--- src/rtl/pipe_stage_skid_pkg.sv ---
`default_nettype none
// +----------------------------------------------------------------------+
// | pipe_pkg : occupancy encodings and per-boundary stage widths          |
// | Rev 1.0                                                               |
// +----------------------------------------------------------------------+
package pipe_pkg;

   localparam logic [1:0] OCC_EMPTY = 2'd0;
   localparam logic [1:0] OCC_ONE   = 2'd1;
   localparam logic [1:0] OCC_FULL  = 2'd2;

   // Default widths per stage boundary: decode/execute, execute/memory, memory/writeback
   localparam int DE_CTRL_W = 16;
   localparam int DE_DATA_W = 24;
   localparam int EM_CTRL_W = 12;
   localparam int EM_DATA_W = 40;
   localparam int MW_CTRL_W = 8;
   localparam int MW_DATA_W = 40;

endpackage
`default_nettype wire

--- src/rtl/pipe_stage_skid_if.sv ---
`default_nettype none
// +----------------------------------------------------------------------+
// | pipe_stage_skid_if : valid/ready handshake into and out of a stage    |
// | Rev 1.0                                                               |
// +----------------------------------------------------------------------+
interface pipe_stage_skid_if #(
   parameter int CTRL_W = 16,
   parameter int DATA_W = 24
);
   logic              in_valid;
   logic              in_ready;
   logic [CTRL_W-1:0] in_ctrl;
   logic [DATA_W-1:0] in_data;
   logic              out_valid;
   logic              out_ready;
   logic [CTRL_W-1:0] out_ctrl;
   logic [DATA_W-1:0] out_data;

   modport master (
      output in_valid, in_ctrl, in_data, out_ready,
      input  in_ready, out_valid, out_ctrl, out_data
   );

   modport slave (
      input  in_valid, in_ctrl, in_data, out_ready,
      output in_ready, out_valid, out_ctrl, out_data
   );
endinterface
`default_nettype wire

--- src/rtl/pipe_stage_skid_perf_cnt.sv ---
`default_nettype none
// +----------------------------------------------------------------------+
// | pipe_perf_cnt : saturating event counter, cleared only by reset       |
// | Rev 1.0                                                               |
// +----------------------------------------------------------------------+
module pipe_perf_cnt #(
   parameter int CNT_W = 16
) (
   input  wire logic             clk,
   input  wire logic             reset,
   input  wire logic             i_inc,
   output logic      [CNT_W-1:0] o_cnt
);
   localparam logic [CNT_W-1:0] C_ONE = {{(CNT_W-1){1'b0}}, 1'b1};

   logic [CNT_W-1:0] r_cnt;

   always_ff @(posedge clk or negedge reset) begin
      if (!reset)
         r_cnt <= '0;
      else if (i_inc && (r_cnt != '1))
         r_cnt <= r_cnt + C_ONE;
   end

   assign o_cnt = r_cnt;
endmodule
`default_nettype wire

--- src/rtl/pipe_stage_skid.sv ---
`default_nettype none
// +----------------------------------------------------------------------+
// | pipe_stage_skid : pipeline stage register with 2-entry skid buffer,  |
// | registered ready; perf counters under PIPE_STAGE_PERF_EN. Rev 1.0     |
// +----------------------------------------------------------------------+
module pipe_stage_skid
   import pipe_pkg::*;
#(
   parameter int CTRL_W         = DE_CTRL_W,
   parameter int DATA_W         = DE_DATA_W,
   parameter bit FLUSH_DATA_CLR = 1'b1,
   parameter int CNT_W          = 16
) (
   input  wire logic       clk,
   input  wire logic       reset,
   input  wire logic       i_flush,
   pipe_stage_skid_if.slave pipe,
   output logic [1:0]      o_occupancy
`ifdef PIPE_STAGE_PERF_EN
   ,
   output logic [CNT_W-1:0] o_stall_cnt,
   output logic [CNT_W-1:0] o_bubble_cnt,
   output logic [CNT_W-1:0] o_flush_cnt
`endif
);
   logic              r_main_valid;
   logic [CTRL_W-1:0] r_main_ctrl;
   logic [DATA_W-1:0] r_main_data;
   logic              r_skid_valid;
   logic [CTRL_W-1:0] r_skid_ctrl;
   logic [DATA_W-1:0] r_skid_data;
   logic              w_accept;
   logic              w_drain;

   // Ready depends only on skid state, so there is no combinational path from out_ready.
   assign w_accept = pipe.in_valid & ~r_skid_valid;
   assign w_drain  = r_main_valid & pipe.out_ready;

   always_ff @(posedge clk or negedge reset) begin
      if (!reset) begin
         r_main_valid <= 1'b0;
         r_main_ctrl  <= '0;
         r_main_data  <= '0;
         r_skid_valid <= 1'b0;
         r_skid_ctrl  <= '0;
         r_skid_data  <= '0;
      end else if (i_flush) begin
         r_main_valid <= 1'b0;
         r_main_ctrl  <= '0;
         r_skid_valid <= 1'b0;
         r_skid_ctrl  <= '0;
         if (FLUSH_DATA_CLR) begin
            r_main_data <= '0;
            r_skid_data <= '0;
         end
      end else if (!r_main_valid) begin
         if (w_accept) begin
            r_main_valid <= 1'b1;
            r_main_ctrl  <= pipe.in_ctrl;
            r_main_data  <= pipe.in_data;
         end
      end else if (!r_skid_valid) begin
         if (w_accept && w_drain) begin
            r_main_ctrl <= pipe.in_ctrl;
            r_main_data <= pipe.in_data;
         end else if (w_accept) begin
            r_skid_valid <= 1'b1;
            r_skid_ctrl  <= pipe.in_ctrl;
            r_skid_data  <= pipe.in_data;
         end else if (w_drain) begin
            r_main_valid <= 1'b0;
            r_main_ctrl  <= '0;
         end
      end else if (w_drain) begin
         r_main_ctrl  <= r_skid_ctrl;
         r_main_data  <= r_skid_data;
         r_skid_valid <= 1'b0;
         r_skid_ctrl  <= '0;
      end
   end

   assign pipe.in_ready  = ~r_skid_valid;
   assign pipe.out_valid = r_main_valid;
   assign pipe.out_ctrl  = r_main_ctrl;
   assign pipe.out_data  = r_main_data;

   always_comb begin
      o_occupancy = OCC_EMPTY;
      if (r_skid_valid)
         o_occupancy = OCC_FULL;
      else if (r_main_valid)
         o_occupancy = OCC_ONE;
   end

`ifdef PIPE_STAGE_PERF_EN
   pipe_perf_cnt #(.CNT_W(CNT_W)) u_stall_cnt (
      .clk   (clk),
      .reset (reset),
      .i_inc (r_main_valid & ~pipe.out_ready),
      .o_cnt (o_stall_cnt)
   );

   pipe_perf_cnt #(.CNT_W(CNT_W)) u_bubble_cnt (
      .clk   (clk),
      .reset (reset),
      .i_inc (~r_main_valid),
      .o_cnt (o_bubble_cnt)
   );

   pipe_perf_cnt #(.CNT_W(CNT_W)) u_flush_cnt (
      .clk   (clk),
      .reset (reset),
      .i_inc (i_flush),
      .o_cnt (o_flush_cnt)
   );
`endif
endmodule
`default_nettype wire

--- src/flat_wrapper.sv ---
// flat-port wrapper written by rule: the top's interface ports become plain ports
module pipe_stage_skid_flat import pipe_pkg::*;
#(
   parameter int CTRL_W         = DE_CTRL_W,
   parameter int DATA_W         = DE_DATA_W,
   parameter bit FLUSH_DATA_CLR = 1'b1,
   parameter int CNT_W          = 16
)
  (clk, reset, i_flush, o_occupancy, pipe_in_valid, pipe_in_ctrl, pipe_in_data, pipe_out_ready, pipe_in_ready, pipe_out_valid, pipe_out_ctrl, pipe_out_data);
  pipe_stage_skid_if #(.CTRL_W(CTRL_W), .DATA_W(DATA_W)) pipe_i ();
  input  wire logic clk;
  input  wire logic reset;
  input  wire logic i_flush;
  output logic [1:0] o_occupancy;
  input wire logic [$bits(pipe_i.in_valid)-1:0] pipe_in_valid;
  input wire logic [$bits(pipe_i.in_ctrl)-1:0] pipe_in_ctrl;
  input wire logic [$bits(pipe_i.in_data)-1:0] pipe_in_data;
  input wire logic [$bits(pipe_i.out_ready)-1:0] pipe_out_ready;
  output wire logic [$bits(pipe_i.in_ready)-1:0] pipe_in_ready;
  output wire logic [$bits(pipe_i.out_valid)-1:0] pipe_out_valid;
  output wire logic [$bits(pipe_i.out_ctrl)-1:0] pipe_out_ctrl;
  output wire logic [$bits(pipe_i.out_data)-1:0] pipe_out_data;
  assign pipe_i.in_valid = pipe_in_valid;
  assign pipe_i.in_ctrl = pipe_in_ctrl;
  assign pipe_i.in_data = pipe_in_data;
  assign pipe_i.out_ready = pipe_out_ready;
  assign pipe_in_ready = pipe_i.in_ready;
  assign pipe_out_valid = pipe_i.out_valid;
  assign pipe_out_ctrl = pipe_i.out_ctrl;
  assign pipe_out_data = pipe_i.out_data;
  pipe_stage_skid #(.CTRL_W(CTRL_W), .DATA_W(DATA_W), .FLUSH_DATA_CLR(FLUSH_DATA_CLR), .CNT_W(CNT_W)) u_core (.clk(clk), .reset(reset), .i_flush(i_flush), .pipe(pipe_i), .o_occupancy(o_occupancy));
endmodule
--- config.mk ---
export PLATFORM = sky130hd
export DESIGN_NAME = pipe_stage_skid_flat
export DESIGN_NICKNAME = d
export VERILOG_FILES = /design/src/rtl/pipe_stage_skid_pkg.sv /design/src/rtl/pipe_stage_skid_if.sv /design/src/rtl/pipe_stage_skid_perf_cnt.sv /design/src/rtl/pipe_stage_skid.sv /design/src/flat_wrapper.sv
export SDC_FILE = /design/constraint.sdc
export NUM_CORES = 1
export LEC_CHECK = 0
export ABC_AREA = 1
export BUFFER_PORTS_ARGS = -buffer_cell sky130_fd_sc_hd__clkbuf_2
export CAP_MARGIN = 20
export CORE_MARGIN = 2
export CORE_UTILIZATION = 55
export CTS_CLUSTER_DIAMETER = 60
export DETAILED_ROUTE_END_ITERATION = 16
export PLACE_DENSITY = 0.81
export SLEW_MARGIN = 10
export SYNTH_ARGS = -nofsm -noshare
export SYNTH_HDL_FRONTEND = slang
export SYNTH_SLANG_ARGS = --single-unit
export TNS_END_PERCENT = 1
--- constraint.sdc ---
create_clock -name clk -period 2.77 [get_ports clk]
set_input_delay 0.1385 -clock clk [delete_from_list [all_inputs] [get_ports clk]]
set_output_delay 0.1385 -clock clk [all_outputs]
set_load 0.01 [all_outputs]
; ---- Word-level counts from Yosys, hierarchy flattened
; Cells that the tools add are included.
[op_classes]
eq_ne = 8
order_cmp = 0
n_mul = 0
bitwise_logic = 3
div_mod_pow = 0
n_addsub = 0
shift = 0
n_reduce_logical = 9
mux = 35
[op_table]
columns = op, count
row1 = 24-bit 2-to-1 mux, 10
row2 = 16-bit 2-to-1 mux, 12
row3 = 1-bit 2-to-1 mux, 12
row4 = 4-bit inequality test (second input constant), 3
row5 = 4-bit AND reduction, 3
row6 = 3-bit nonzero test, 2
row7 = 5-bit inequality test (second input constant), 1
row8 = 2-bit inequality test (second input constant), 2
row9 = 2-bit nonzero test, 2
row10 = 3-bit by 2-bit inequality test with 1-bit output (second input constant), 1
row11 = 3-bit inequality test (second input constant), 1
row12 = 3-bit AND reduction, 1
row13 = 1-bit bitwise AND, 2
row14 = 2-bit 2-to-1 mux, 1
row15 = 1-bit logical AND, 1
row16 = 1-bit inverter, 1
[totals]
word_cells = 61
register_bits = 82
memories = 0
out_inout_bits = 44
romBits = 0
latch_bits = 0
ramBits = 0
input_bits = 45

; ---- Depth between registers and ports, before layout
[logic_depth]
depth_word = 7
ltp_mapped = 10
ltp_nobuf = 8

; ---- Least setup slack after synthesis
; OpenSTA, ideal clock, no wires.
[synth_path]
path_type = flip-flop to flip-flop
startpoint = register u_core.r_skid_valid
endpoint = register u_core.r_skid_ctrl[10]
required_time_ps = 2653
path_buffers = 2
t_arrival_ps = 1386
synth_period_minus_slack_ps = 1503
path_slack_ps = 1267
setup_ps = 117
stages_incl_launch_ff = 11
cell_sequence = dfrtp_1 buf_2 inv_2 nand2_1 nand2_1 nand2_1 nand2_2 nand2_2 buf_4 nand2_1 nand2_1
[synth_between]
elab_chain_len = 5
word_cells_on_any_way = 10
cone_classes = eq/ne: 2 / mux: 3 / bitwise: 2 / reduce/logical: 3
[synth_rtl]
columns = element, line_no
row1 = "start, declared", pipe_stage_skid.sv:29  ; logic r_skid_valid;
row2 = "start signal, assigned", pipe_stage_skid.sv:44  ; r_skid_valid <= 1'b0;
row3 = "start signal, assigned", pipe_stage_skid.sv:50  ; r_skid_valid <= 1'b0;
row4 = "start signal, assigned", pipe_stage_skid.sv:67  ; r_skid_valid <= 1'b1;
row5 = 1-bit inverter *, --
row6 = via pipe_in_ready, flat_wrapper.sv:19  ; output wire logic [$bits(pipe_i.in_ready)-1:0] pipe_in_ready;
row7 = 1-bit bitwise AND *, pipe_stage_skid.sv:36  ; assign w_accept = pipe.in_valid & ~r_skid_valid;
row8 = 1-bit logical AND, pipe_stage_skid.sv:63  ; if (w_accept && w_drain) begin
row9 = 3-bit by 2-bit inequality test with 1-bit output (no line), --
row10 = 4-bit AND reduction (no line) *, --
row11 = "end signal, assigned", pipe_stage_skid.sv:68  ; r_skid_ctrl <= pipe.in_ctrl;
row12 = "end, declared", pipe_stage_skid.sv:30  ; logic [CTRL_W-1:0] r_skid_ctrl;
; The timed path passes the listed nets; every way through them passes the cells marked *. The select of a mux whose other input is x is not followed.
; A chain may end at the register's enable or synchronous reset.

; ---- Worst setup path after layout
[layout_path]
startpoint = register u_core.r_skid_valid
endpoint = register u_core.r_main_data[1], in the netlist u_core.pipe.out_data[1]
[layout_between]
elab_chain_len = 5
word_cells_on_any_way = 10
cone_classes = eq/ne: 2 / mux: 3 / bitwise: 2 / reduce/logical: 3
[layout_rtl]
columns = element, line_no
row1 = 1-bit inverter, pipe_stage_skid.sv:36
row2 = 1-bit bitwise AND, pipe_stage_skid.sv:36
row3 = 1-bit logical AND, pipe_stage_skid.sv:63
row4 = 4-bit inequality test (no line), --
row5 = 3-bit AND reduction (no line), --
row6 = "end signal, assigned", pipe_stage_skid.sv:60  ; r_main_data <= pipe.in_data;
row7 = "end signal, assigned", pipe_stage_skid.sv:65  ; r_main_data <= pipe.in_data;
row8 = "end signal, assigned", pipe_stage_skid.sv:76  ; r_main_data <= r_skid_data;
row9 = "end, declared", pipe_stage_skid.sv:28  ; logic [DATA_W-1:0] r_main_data;
; Parallel ways exist; a longest one is shown, timed or not.

==> metrics.cfg <==
[clock_tree]
insertion_delay_ns = 0.36
cts_tree = built
h-tree-depth = 3
cts_buffers = 9
cts_sinks = 82
cts_buffer_depth = 2
cts_resized = 0
clockRootBuffer = clkbuf_8
clk_pin_slew_ns = 0.08

[finish]
drive_gt1_frac = 0.211
layout_commonest_cell = nand2_1
fin_nets = 646
fillCellCount = 616
area_growth_pct = 16.7
final_cell_mix = nand2_1, clkbuf_2, dfrtp_1, nand3_1, o21ai_0
insertedDiodeCount = 0

[floorplan]
die_y_um = 89.8
dieArea_um2 = 8070
initial_utilization = 0.565
coreArea_um2 = 7180
rows = 31
die_width_um = 89.8
io_pins = 89

[setup_path]
r2r-start = u_core.r_skid_valid
start_kind = flip-flop
setup.worst_path.start = u_core.r_skid_valid
cp.arrival_ns = 2.37
critPathCaptureType = flip-flop
crit_fanout = 25
crit_required_ns = 3.07
path_class = flip-flop to flip-flop

[sta]
fin_crit_sh = 0.746
clock_skew_ns = 0.00661
fin_crit_ns = 2.07
whs_ns = 0.0286
slew_violations = 0
max_freq_mhz = 484
rsz0062_at_grt = false
finalHoldViolations = 0
maxSlewHeadroom = 0.575
setup_viol = 0
tightest_slew_ns = 0.637
finalSetupTns_ns = 0

[detailed_routing]
routed-via-count = 3754
first_iter_violations = 217
totalWireLength_um = 9520
vias_per_cell = 5.32
ant_nets = 0
wl_per_cell_um = 13.5
drc = 0
drt_pass1_iterations = 4

[synthesis]
synth_seq_cells = 82
ys_seq_area_frac = 0.506
synth_edf_count = 0
syn_area_um2 = 4050
synthArstFlopShare = 1.00
ys_types = 21
avgSynthCellArea_um2 = 7.64
syn-num-nets = 575
syn_inst = 530
synthFlopType = dfrtp_1
yosys_warnings = 0

[min_path]
hp-class = input port to flip-flop
hold_start = pipe_in_data[19]

[placed_design]
place_hpwl_um = 6360
gp_congestion = 0.783
io_buffers = 88

[global_routing]
grt-ovfl-total = 0
grt_max_degree = 83
grt_pass1_wl_um = 16000
grt_pass1_vias = 3485
antenna_found_initial = 0
groute.usage.overall = 0.241

[power]
ir_drop_mv = 0.280
power_density_nw_per_um2 = 604
power.total_mw = 2.86
p_leak_nw = 2.64

[run]
max_cap_violations = 0

[run_status]
status = finished clean

[worst max-delay path, stage by stage, from the launching register on]
cell,delay [ns]
dfrtp_1,0.48
nor2_2,0.12
buf_4,0.22
nand3_2,0.43
nand2_2,0.52
nand2_1,0.13
nand2_1,0.09
[sequential cells by signal, indices dropped and copies added, names as in the netlist]
| signal | count |
|---|---|
| u_core.r_skid_data | 24 |
| u_core.pipe.out_data | 24 |
| u_core.pipe.out_ctrl | 16 |
| u_core.pipe.out_valid | 1 |
| u_core.r_skid_valid | 1 |
| u_core.r_skid_ctrl | 16 |
[layout make-up]
type | instances | area, um2 | share of cell area
repair buffers | 95 | 518 | 0.110
flip-flops and latches | 82 | 2050 | 0.434
inverters | 7 | 26.3 | 0.00556
multi-input cells | 406 | 1790 | 0.379
well taps | 99 | 124 | 0.0262
clock inverters | 7 | 93.8 | 0.0198
clock buffers | 9 | 124 | 0.0262
[cells in the mapped netlist, types with 2 or more instances]
master	count	area (um2)
nand2_1	274	1030
nand2_2	6	37.5
nand3_1	50	250
nand4_1	24	150
o21ai_0	25	125
buf_2	17	85.1
inv_2	6	22.5
nor2_1	4	15.0
buf_1	3	11.3
dfrtp_1	82	2050
nand3b_1	16	120
buf_4	4	30.0
clkbuf_1	9	33.8
nand2_4	2	22.5
buf_6	2	22.5
[worst paths after layout]
kind	endpoint	slack (ns)	cells past startpoint
worst max-delay path	u_core.pipe.out_data[1]	0.70	6
worst min-delay path	u_core.r_skid_data[19]	0.03	3
worst max register to register	u_core.pipe.out_data[1]	0.70	6
worst min register to register	u_core.r_skid_data[21]	0.47	2
max in group asynchronous	u_core.pipe.out_ctrl[10]	1.90	3
min in group asynchronous	u_core.r_skid_data[15]	0.28	2
[power by group]
group | switching, mW | internal (mW)
combinational | 0.337 | 0.175
sequential | 0.0745 | 1.32
clock | 0.443 | 0.505
total | 0.854 | 2.00
[cell families after synthesis]
| family | after synthesis | synth area share |
|---|---|---|
| buffers and inverters | 42 | 0.0516 |
| flip-flops | 82 | 0.506 |
| AND/OR/NAND/NOR | 379 | 0.408 |
| AO/OA/AOI/OAI | 27 | 0.0343 |
[per-layer routing]
metal / global-route usage / vias to the layer above / part of all wire
met5: 0 / - / 0
met4: 0.0744 / 0 / 0.0068
met3: 0.0453 / 9 / 0.056
met2: 0.400 / 122 / 0.49
met1: 0.326 / 1778 / 0.45
li1: - / 1845 / -
[repair_timing]
action	CTS	global route
hold buffers	1	0
buffers inserted	0	0
hold endpoints to repair	82	0
[metrics by stage]
stage               std cells  cell area, um2  setup slack [ns]   util
global route              705            4730             0.562  0.659
finish                    705            4730             0.704  0.659
detailed placement        687            4470             0.732  0.623
global placement          687            4470             0.863  0.623
floorplan                 530            4050              1.27      -
CTS                       704            4700             0.711  0.655
Power figures use the tool's default switching activity.
